--- src/rtl/acq_addr_seq.sv ---
// Ring-buffer address sequencer for the sample RAM: write addresses during capture, read addresses during readout.
// Latency: every output is registered; each state change or address update appears one cycle after its cause.
// Backpressure: none; writes are qualified by i_wr_inc and blocked outside FILL/ARMED/POST or while i_stop is high.
module acq_addr_seq #(
  parameter int AW = 18,
  parameter int SW = 8
) (
  input  logic          i_clk,
  input  logic          i_nrst,
  input  logic          i_start,
  input  logic          i_stop,
  input  logic          i_trig,
  input  logic          i_wr_inc,
  input  logic [AW-1:0] i_pre_depth,
  input  logic          i_rd_load,
  input  logic          i_rd_inc,
  input  logic [SW-1:0] i_rd_step,
  output logic [AW-1:0] o_addr_wr,
  output logic [AW-1:0] o_addr_rd,
  output logic [AW-1:0] o_trig_addr,
  output logic [2:0]    o_state,
  output logic          o_done
);

  localparam logic [2:0] ST_IDLE  = 3'd0;
  localparam logic [2:0] ST_FILL  = 3'd1;
  localparam logic [2:0] ST_ARMED = 3'd2;
  localparam logic [2:0] ST_POST  = 3'd3;
  localparam logic [2:0] ST_DONE  = 3'd4;

  // Ring depth needs one extra bit: the post-trigger count can be the whole ring.
  localparam logic [AW:0] DEPTH = {1'b1, {AW{1'b0}}};

  logic [2:0]    r_state;
  logic [AW-1:0] r_addr_wr;
  logic [AW-1:0] r_addr_rd;
  logic [AW-1:0] r_trig_addr;
  logic [AW-1:0] r_pre;
  logic [AW-1:0] r_fill_cnt;
  logic [AW:0]   r_post_rem;
  logic          r_done;

  logic [2:0]    w_state_nxt;
  logic [AW-1:0] w_pre_nxt;
  logic [AW-1:0] w_fill_nxt;
  logic [AW:0]   w_post_nxt;
  logic [AW-1:0] w_trig_nxt;
  logic          w_write;
  logic [AW-1:0] w_fill_inc;
  logic [AW:0]   w_post_load;
  logic [AW:0]   w_post_dec;
  logic [AW-1:0] w_rec_start;
  logic [AW-1:0] w_rec_start_nxt;
  logic [AW-1:0] w_step_ext;
  logic [AW-1:0] w_addr_rd_nxt;
  logic          w_enter_done;

  // Acquisition control: next state, pre-trigger fill count, post-trigger countdown, trigger address.
  always_comb begin
    w_write     = i_wr_inc && !i_stop &&
                  ((r_state == ST_FILL) || (r_state == ST_ARMED) || (r_state == ST_POST));
    w_fill_inc  = r_fill_cnt + AW'(1);
    // The trigger sample itself is the first post-trigger write when it lands on the trigger cycle.
    w_post_load = DEPTH - {1'b0, r_pre} - {{AW{1'b0}}, w_write};
    w_post_dec  = r_post_rem - (AW+1)'(1);
    w_state_nxt = r_state;
    w_pre_nxt   = r_pre;
    w_fill_nxt  = r_fill_cnt;
    w_post_nxt  = r_post_rem;
    w_trig_nxt  = r_trig_addr;
    if (i_stop) begin
      w_state_nxt = ST_IDLE;
    end else begin
      case (r_state)
        ST_IDLE, ST_DONE: begin
          if (i_start) begin
            // An AW-bit request never exceeds DEPTH-1, so it is already within range.
            w_pre_nxt   = i_pre_depth;
            w_fill_nxt  = '0;
            w_state_nxt = (i_pre_depth == '0) ? ST_ARMED : ST_FILL;
          end
        end
        ST_FILL: begin
          if (w_write) begin
            w_fill_nxt = w_fill_inc;
            if (w_fill_inc >= r_pre) w_state_nxt = ST_ARMED;
          end
        end
        ST_ARMED: begin
          if (i_trig) begin
            w_trig_nxt  = r_addr_wr;
            w_post_nxt  = w_post_load;
            w_state_nxt = (w_post_load == '0) ? ST_DONE : ST_POST;
          end
        end
        ST_POST: begin
          if (w_write) begin
            w_post_nxt = w_post_dec;
            if (w_post_dec == '0) w_state_nxt = ST_DONE;
          end
        end
        default: w_state_nxt = ST_IDLE;
      endcase
    end
  end

  // Read-side next address: automatic load on DONE entry, then explicit load, then signed step.
  always_comb begin
    w_enter_done    = (w_state_nxt == ST_DONE) && (r_state != ST_DONE);
    w_rec_start     = r_trig_addr - r_pre;
    // On DONE entry straight from ARMED the trigger address is not registered yet.
    w_rec_start_nxt = w_trig_nxt - r_pre;
    w_step_ext      = AW'($signed(i_rd_step));
    w_addr_rd_nxt   = r_addr_rd;
    if (w_enter_done)   w_addr_rd_nxt = w_rec_start_nxt;
    else if (i_rd_load) w_addr_rd_nxt = w_rec_start;
    else if (i_rd_inc)  w_addr_rd_nxt = r_addr_rd + w_step_ext;
  end

  // State and address registers with synchronous active-low reset.
  always_ff @(posedge i_clk) begin
    if (!i_nrst) begin
      r_state     <= ST_IDLE;
      r_addr_wr   <= '0;
      r_addr_rd   <= '0;
      r_trig_addr <= '0;
      r_pre       <= '0;
      r_fill_cnt  <= '0;
      r_post_rem  <= '0;
      r_done      <= 1'b0;
    end else begin
      r_state     <= w_state_nxt;
      r_pre       <= w_pre_nxt;
      r_fill_cnt  <= w_fill_nxt;
      r_post_rem  <= w_post_nxt;
      r_trig_addr <= w_trig_nxt;
      r_addr_rd   <= w_addr_rd_nxt;
      r_done      <= (w_state_nxt == ST_DONE);
      if (w_write) r_addr_wr <= r_addr_wr + AW'(1);
    end
  end

  assign o_addr_wr   = r_addr_wr;
  assign o_addr_rd   = r_addr_rd;
  assign o_trig_addr = r_trig_addr;
  assign o_state     = r_state;
  assign o_done      = r_done;

endmodule

--- config.mk ---
export PLATFORM = sky130hd
export DESIGN_NAME = acq_addr_seq
export DESIGN_NICKNAME = d
export VERILOG_FILES = /design/src/rtl/acq_addr_seq.sv
export SDC_FILE = /design/constraint.sdc
export NUM_CORES = 1
export LEC_CHECK = 0
export CAP_MARGIN = 10
export CORE_ASPECT_RATIO = 1.1
export CORE_MARGIN = 10
export CORE_UTILIZATION = 59
export DETAILED_ROUTE_END_ITERATION = 8
export GPL_TIMING_DRIVEN = 0
export PLACE_DENSITY_LB_ADDON = 0.3
export REMOVE_ABC_BUFFERS = 1
export SETUP_SLACK_MARGIN = 0.05
export SKIP_LAST_GASP = 1
export SYNTH_ARGS = -nofsm -noshare
export SYNTH_HDL_FRONTEND = slang
export SYNTH_SLANG_ARGS = --single-unit
--- constraint.sdc ---
create_clock -name i_clk -period 5.8 [get_ports i_clk]
set_input_delay 0.87 -clock i_clk [delete_from_list [all_inputs] [get_ports i_clk]]
set_output_delay 0.87 -clock i_clk [all_outputs]
set_load 0.05 [all_outputs]
Word-level counts from Yosys, hierarchy flattened
Cells that the tools add are included.
{"block": "totals", "register_bits": 113, "in_bits": 34}
{"block": "classes", "reduce_logical": 17, "n_lt_le_gt_ge": 1, "bitwise_logic": 1, "n_mux": 22, "addsub": 8, "n_eq_ne": 10}
{"operator": "$mux W18", "count": 8}
{"operator": "$logic_not A19 Y1", "count": 2}
{"operator": "$mux W19", "count": 2}
{"operator": "$pmux W19 S2", "count": 1}
{"operator": "$add A18 B1 Y18 const B", "count": 2}
{"operator": "$pmux W18 S2", "count": 1}
{"operator": "$sub A18 B18 Y18", "count": 2}
{"operator": "$mux W3", "count": 8}
{"operator": "$sub A19 B1 Y19", "count": 1}
{"operator": "$sub A19 B1 Y19 const B", "count": 1}
{"operator": "$sub A19 B18 Y19 const A", "count": 1}
{"operator": "$add A18 B18 Y18", "count": 1}
{"operator": "$ge A18 B18 Y1", "count": 1}
{"operator": "$logic_not A18 Y1", "count": 1}
{"operator": "$pmux W3 S4", "count": 1}
{"operator": "$ne A2 B2 Y1 const B", "count": 4}
{"operator": "$reduce_and A4 Y1", "count": 2}
{"operator": "$eq A3 B2 Y1 const B", "count": 2}
{"operator": "$eq A3 B3 Y1 const B", "count": 2}
{"operator": "$reduce_bool A2 Y1", "count": 2}
{"operator": "$eq A3 B1 Y1 const B", "count": 1}
{"operator": "$logic_and A1 B1 Y1", "count": 3}
{"operator": "$logic_not A3 Y1", "count": 1}
{"operator": "$ne A3 B3 Y1 const B", "count": 1}
{"operator": "other kinds (7)", "count": 8}

Logic depth before layout (Yosys ltp)
{"block": "depth", "ltp_word": 13, "mapped_depth": 20}

Least setup slack after synthesis
Ideal clock, no wire load.
{"block": "synth_timing", "path_type": "in2reg", "from": "input port i_stop", "to": "register r_addr_rd[10], in the netlist o_addr_rd[10]", "setup_time_ns": 0.128, "n_path_buf": 2, "cell_stages": 19, "arrival_time_ns": 4.558, "required_time_ns": 5.672, "slack_ns": 1.114, "cell_sequence": "clkbuf_1 nand2b_1 nor3_1 inv_1 ha_1 ha_1 inv_1 ha_1 nor2_1 o31a_1 o21ai_1 o21ai_1 a221oi_1 xnor2_1 or3_4 o31ai_4 buf_4 mux2i_1 nor2_1"}
{"block": "synth_between", "elab_chain_len": 12, "elab_cells_between_ends": 17}
{"item": "start, declared", "line": "11", "source": "input logic i_stop,"}
{"item": "$logic_not A1 Y1", "line": "60", "source": "w_write = i_wr_inc && !i_stop &&"}
{"item": "$logic_and A1 B1 Y1 (2 in series)", "line": "60"}
{"item": "$sub A19 B1 Y19", "line": "64", "source": "w_post_load = DEPTH - {1'b0, r_pre} - {{AW{1'b0}}, w_write};"}
{"item": "$logic_not A19 Y1", "line": "93", "source": "w_state_nxt = (w_post_load == '0) ? ST_DONE : ST_POST;"}
{"item": "$mux W3", "line": "93"}
{"item": "$mux W3", "line": "90", "source": "if (i_trig) begin"}
{"item": "$pmux W3 S4", "line": "74", "source": "case (r_state)"}
{"item": "$mux W3", "line": "71", "source": "if (i_stop) begin"}
{"item": "$eq A3 B3 Y1", "line": "109", "source": "w_enter_done = (w_state_nxt == ST_DONE) && (r_state != ST_DONE);"}
{"item": "$logic_and A1 B1 Y1", "line": "109"}
{"item": "$reduce_bool A3 Y1 (no line) / $mux W18 (equally long branches)"}
{"item": "end signal, assigned", "line": "137", "source": "r_addr_rd <= w_addr_rd_nxt;"}
{"item": "end, declared", "line": "36", "source": "logic [AW-1:0] r_addr_rd;"}
Parallel ways exist; a longest one is shown, timed or not.
A chain may end at the register's enable or synchronous reset.

Worst setup path after layout
{"block": "layout_timing", "from": "input port i_stop", "to": "register r_addr_rd[5], in the netlist o_addr_rd[5]"}
The elaborated chain is that of the path after synthesis.

==> run summary <==
Clock Tree Root - clkbuf_16
Worst path max stage delay - 0.53 ns
DRC - 0
Fraction of layout cells with a size suffix above 1 - 5.896%
Startpoint types - input pin
Worst hold path depth - 2
Maxcap violations - 0
DP Cell Count - 1,427
Pre-CTS WS - -1.186 ns
Num CTS Buffers - 17
Global-route wire length before repair - 41.47 mm
Vias in the first global route - 8,661
Peak supply drop - 0.1438 mV
Leading cell type in the layout, fill and taps excluded - nor2_1
Post-synthesis sequential area ratio - 24.57%
Worst Hold Path EP - r_pre[14]$_SDFFE_PN0P_
Reg2reg path depth - 16
Vias - 9,052
Max Root-Sink Buffers - 2
Antenna violations before repair - 0
PortBufs - 91
Hold_buf cts - 0
Setup slack, reg-to-reg - 0.77 ns
CP Buf/Inv Count - 4
Pwr dens - 233.4 nW/um^2
Top_reg_cell synth - dfxtp_1
CTS tree - done
Grt ovf - 0
Die X - 139.1 um
R2R Path Start - o_state[1]$_SDFF_PN0_
Reg area - 2262 um^2
Critical-path cell list - clkdlybuf4s50_1 -> nand2b_1 -> nor3_4 -> inv_1 -> ha_1 -> ha_1 -> inv_1 -> ha_1 -> nor2_1 -> o31a_1 -> o21ai_1 -> o21ai_1 -> xor2_1 -> nor3_1 -> nand4b_1 -> o31ai_4 -> buf_4 -> a211oi_1 -> a211oi_1
Top Ports - 92
Final Slew Violations - 0
Vias/cell - 6.166
CP top delay family - simple AND/OR/NAND/NOR gates
Commonest cells after routing, fill and taps aside - nor2_1 (132), dfxtp_1 (113), a21oi_1 (100), ha_1 (93), nand2_1 (92)
Die area - 21,010 um^2
CP startpoint - i_stop
Reg2reg end - o_addr_rd[17]$_SDFFE_PN0P_
Antenna Nets Post-Route - 0
P_leak - 4.422 nW
Critical Path RT - 6.13 ns
CTS Sinks - 113
Drt pass-1 iters - 7
Fin Clk Skew - 0.01079 ns
Post-Syn Area per Cell - 7.763 um^2
Ys Warns - 0
Post-DP HPWL - 18.56 mm
Fin. Hold Viols - 0
Worst path slowest cell - clkdlybuf4s50_1
Final worst path period share - 91.41%
Final WS setup - 0.4984 ns
Mapped Cells - 1,186
Finished Layout Cells - 1,468
Slew @ Worst Pin - 1.177 ns
Tot GR Track Use - 23.61%
Critical path type - input pin to flip-flop
RSZ-0062 raised after global routing - no
Worst rel slew slack - 21.32%
Top cell by count, worst path - ha_1
Final #Nets - 1,389
WL final - 25.53 mm
# diodes - 0
Final Util - 71.66%
Core area - 15,170 um^2
Worst-skew pair later-pin latency - 0.43 ns
Fillers - 1,202
Routed wire per std cell - 17.39 um
Cell row count - 47
Multi-input gate area - 6594 um^2
Final Critical Period - 5.302 ns
Hold Path Origin - r_pre[14]$_SDFFE_PN0P_
Largest net degree at the start of global routing - 86
#FFs+latches synth - 113
Initial Util - 60.68%
Worst Hold Class - flip-flop to flip-flop
Area Growth Syn to Fin - 18.09%
Synth cell types - 77
Routability cong. - 0.9096
Initial DRC count - 633
Max FO, Critical Path - 8
Mapped Area - 9206 um^2
Status - finished clean
Asr flop ratio synth - 0%
H-Tree Level Count - 4
Clock slew at reported path FFs - 0.05 ns
Fmax - 188.6 MHz
Die Span Y - 151.0 um
Final number of setup-violating endpoints - 0
Arrival time at the worst endpoint - 5.63 ns
Post-synth EDFFs - 0
Worst Setup End Kind - flip-flop
-- cell families after synthesis --
kind of cell	Yosys count	share of synthesized area (%)
adder cells (fa/ha/maj)	96	13.29
AO/OA/AOI/OAI	326	23.04
AND/OR/NAND/NOR	439	23.35
buffers and inverters	97	4.200
XOR/XNOR	85	8.087
flip-flops	113	24.57
multiplexers	30	3.466
-- sequential cells by signal (all words and copies together), names as in the netlist --
name and flops:
r_post_rem 19, o_addr_rd 18, o_addr_wr 18, o_trig_addr 18
r_fill_cnt 18, r_pre 18, o_state 3, o_done 1
-- cell usage after synthesis (3+ instances only) --
cell | number | area, um^2
a211o_1 | 5 | 43.79
a211oi_1 | 16 | 120.1
a211oi_2 | 4 | 50.05
a21o_1 | 20 | 150.1
a21oi_1 | 101 | 505.5
a22oi_1 | 18 | 135.1
a31oi_1 | 10 | 62.56
and2_1 | 20 | 125.1
and3_1 | 22 | 137.6
and4_1 | 5 | 43.79
clkbuf_1 | 42 | 157.7
dfxtp_1 | 113 | 2262
fa_1 | 3 | 60.06
ha_1 | 93 | 1164
inv_1 | 50 | 187.7
mux2_2 | 15 | 168.9
mux2i_1 | 15 | 150.1
nand2_1 | 92 | 345.3
nand2b_1 | 12 | 75.07
nand3_1 | 40 | 200.2
nand3b_1 | 15 | 112.6
nand4_1 | 11 | 68.82
nand4b_1 | 4 | 35.03
nor2_1 | 132 | 495.5
nor2b_1 | 15 | 93.84
nor3_1 | 39 | 195.2
nor3b_1 | 4 | 30.03
nor4_1 | 7 | 43.79
o2111ai_1 | 4 | 35.03
o211ai_1 | 9 | 67.56
o21a_1 | 12 | 90.09
o21ai_0 | 78 | 390.4
o21ai_1 | 3 | 15.01
o21bai_1 | 4 | 30.03
o221ai_1 | 3 | 26.28
o31a_1 | 6 | 52.55
or3_1 | 12 | 75.07
xnor2_1 | 46 | 402.9
xor2_1 | 39 | 341.6
-- layer usage --
metal / share of wire [%] / track usage [%] / vias up
met5: 0 / 0 / -
met4: 3.1 / 10.86 / 0
met3: 5.8 / 4.823 / 57
met2: 50 / 42.62 / 288
met1: 41 / 26.29 / 4276
li1: - / - / 4431
-- worst min-delay path, cell delays in order (launching register included) --
cell,delay [ns]
dfxtp_1,0.32
nand2_1,0.06
a21oi_1,0.05
-- worst max path at each step --
stage / cells past startpoint / endpoint
6_report: 19 / o_addr_rd[5]$_SDFFE_PN0P_
5_1_grt: 16 / o_addr_rd[17]$_SDFFE_PN0P_
2_1_floorplan: 17 / o_addr_rd[17]$_SDFFE_PN0P_
4_1_cts: 18 / o_addr_rd[5]$_SDFFE_PN0P_
3_5_place_dp: 18 / o_addr_rd[17]$_SDFFE_PN0P_
3_3_place_gp: 18 / o_addr_rd[17]$_SDFFE_PN0P_
-- power by group --
part           switching (W)  total, W  leakage, nW  internal (W)
logic               0.000398  0.000687         3.21      0.000289
clock network       0.000365   0.00103        0.290      0.000666
registers          0.0000205  0.000820        0.917      0.000799
total               0.000783   0.00254         4.42       0.00175
-- per-stage QoR --
step | TNS (ns) | area, um^2 | hold WS [ns] | total power (W)
after detailed placement | -21.71 | 10180 | 0.4732 | 0.001503
after global routing | 0 | 10870 | 0.5035 | 0.002639
after CTS | 0 | 10810 | 0.4798 | 0.002534
after floorplan | 0 | 9007 | 0.4502 | 0.001336
final | 0 | 10870 | 0.4812 | 0.002538
after global placement | -19.46 | 10160 | 0.4638 | 0.001491
-- what timing repair did --
item / 4_1_cts / 5_1_grt
pin swaps: 1 / 1
gates cloned: 1 / 0
buffers inserted: 1 / 5
endpoints found under the setup margin: 18 / 18
resized for setup: 2 / 1
-- final cells by class --
| cell class | count | area share (%) |
|---|---|---|
| well taps | 196 | 2.256 |
| clock inverters | 4 | 0.4143 |
| inverters | 50 | 1.749 |
| repair buffers | 100 | 9.184 |
| multi-input cells | 977 | 60.65 |
| flip-flops and latches | 113 | 20.81 |
| clock buffers | 28 | 4.937 |
Note: power is estimated with default switching activity, not from simulation.
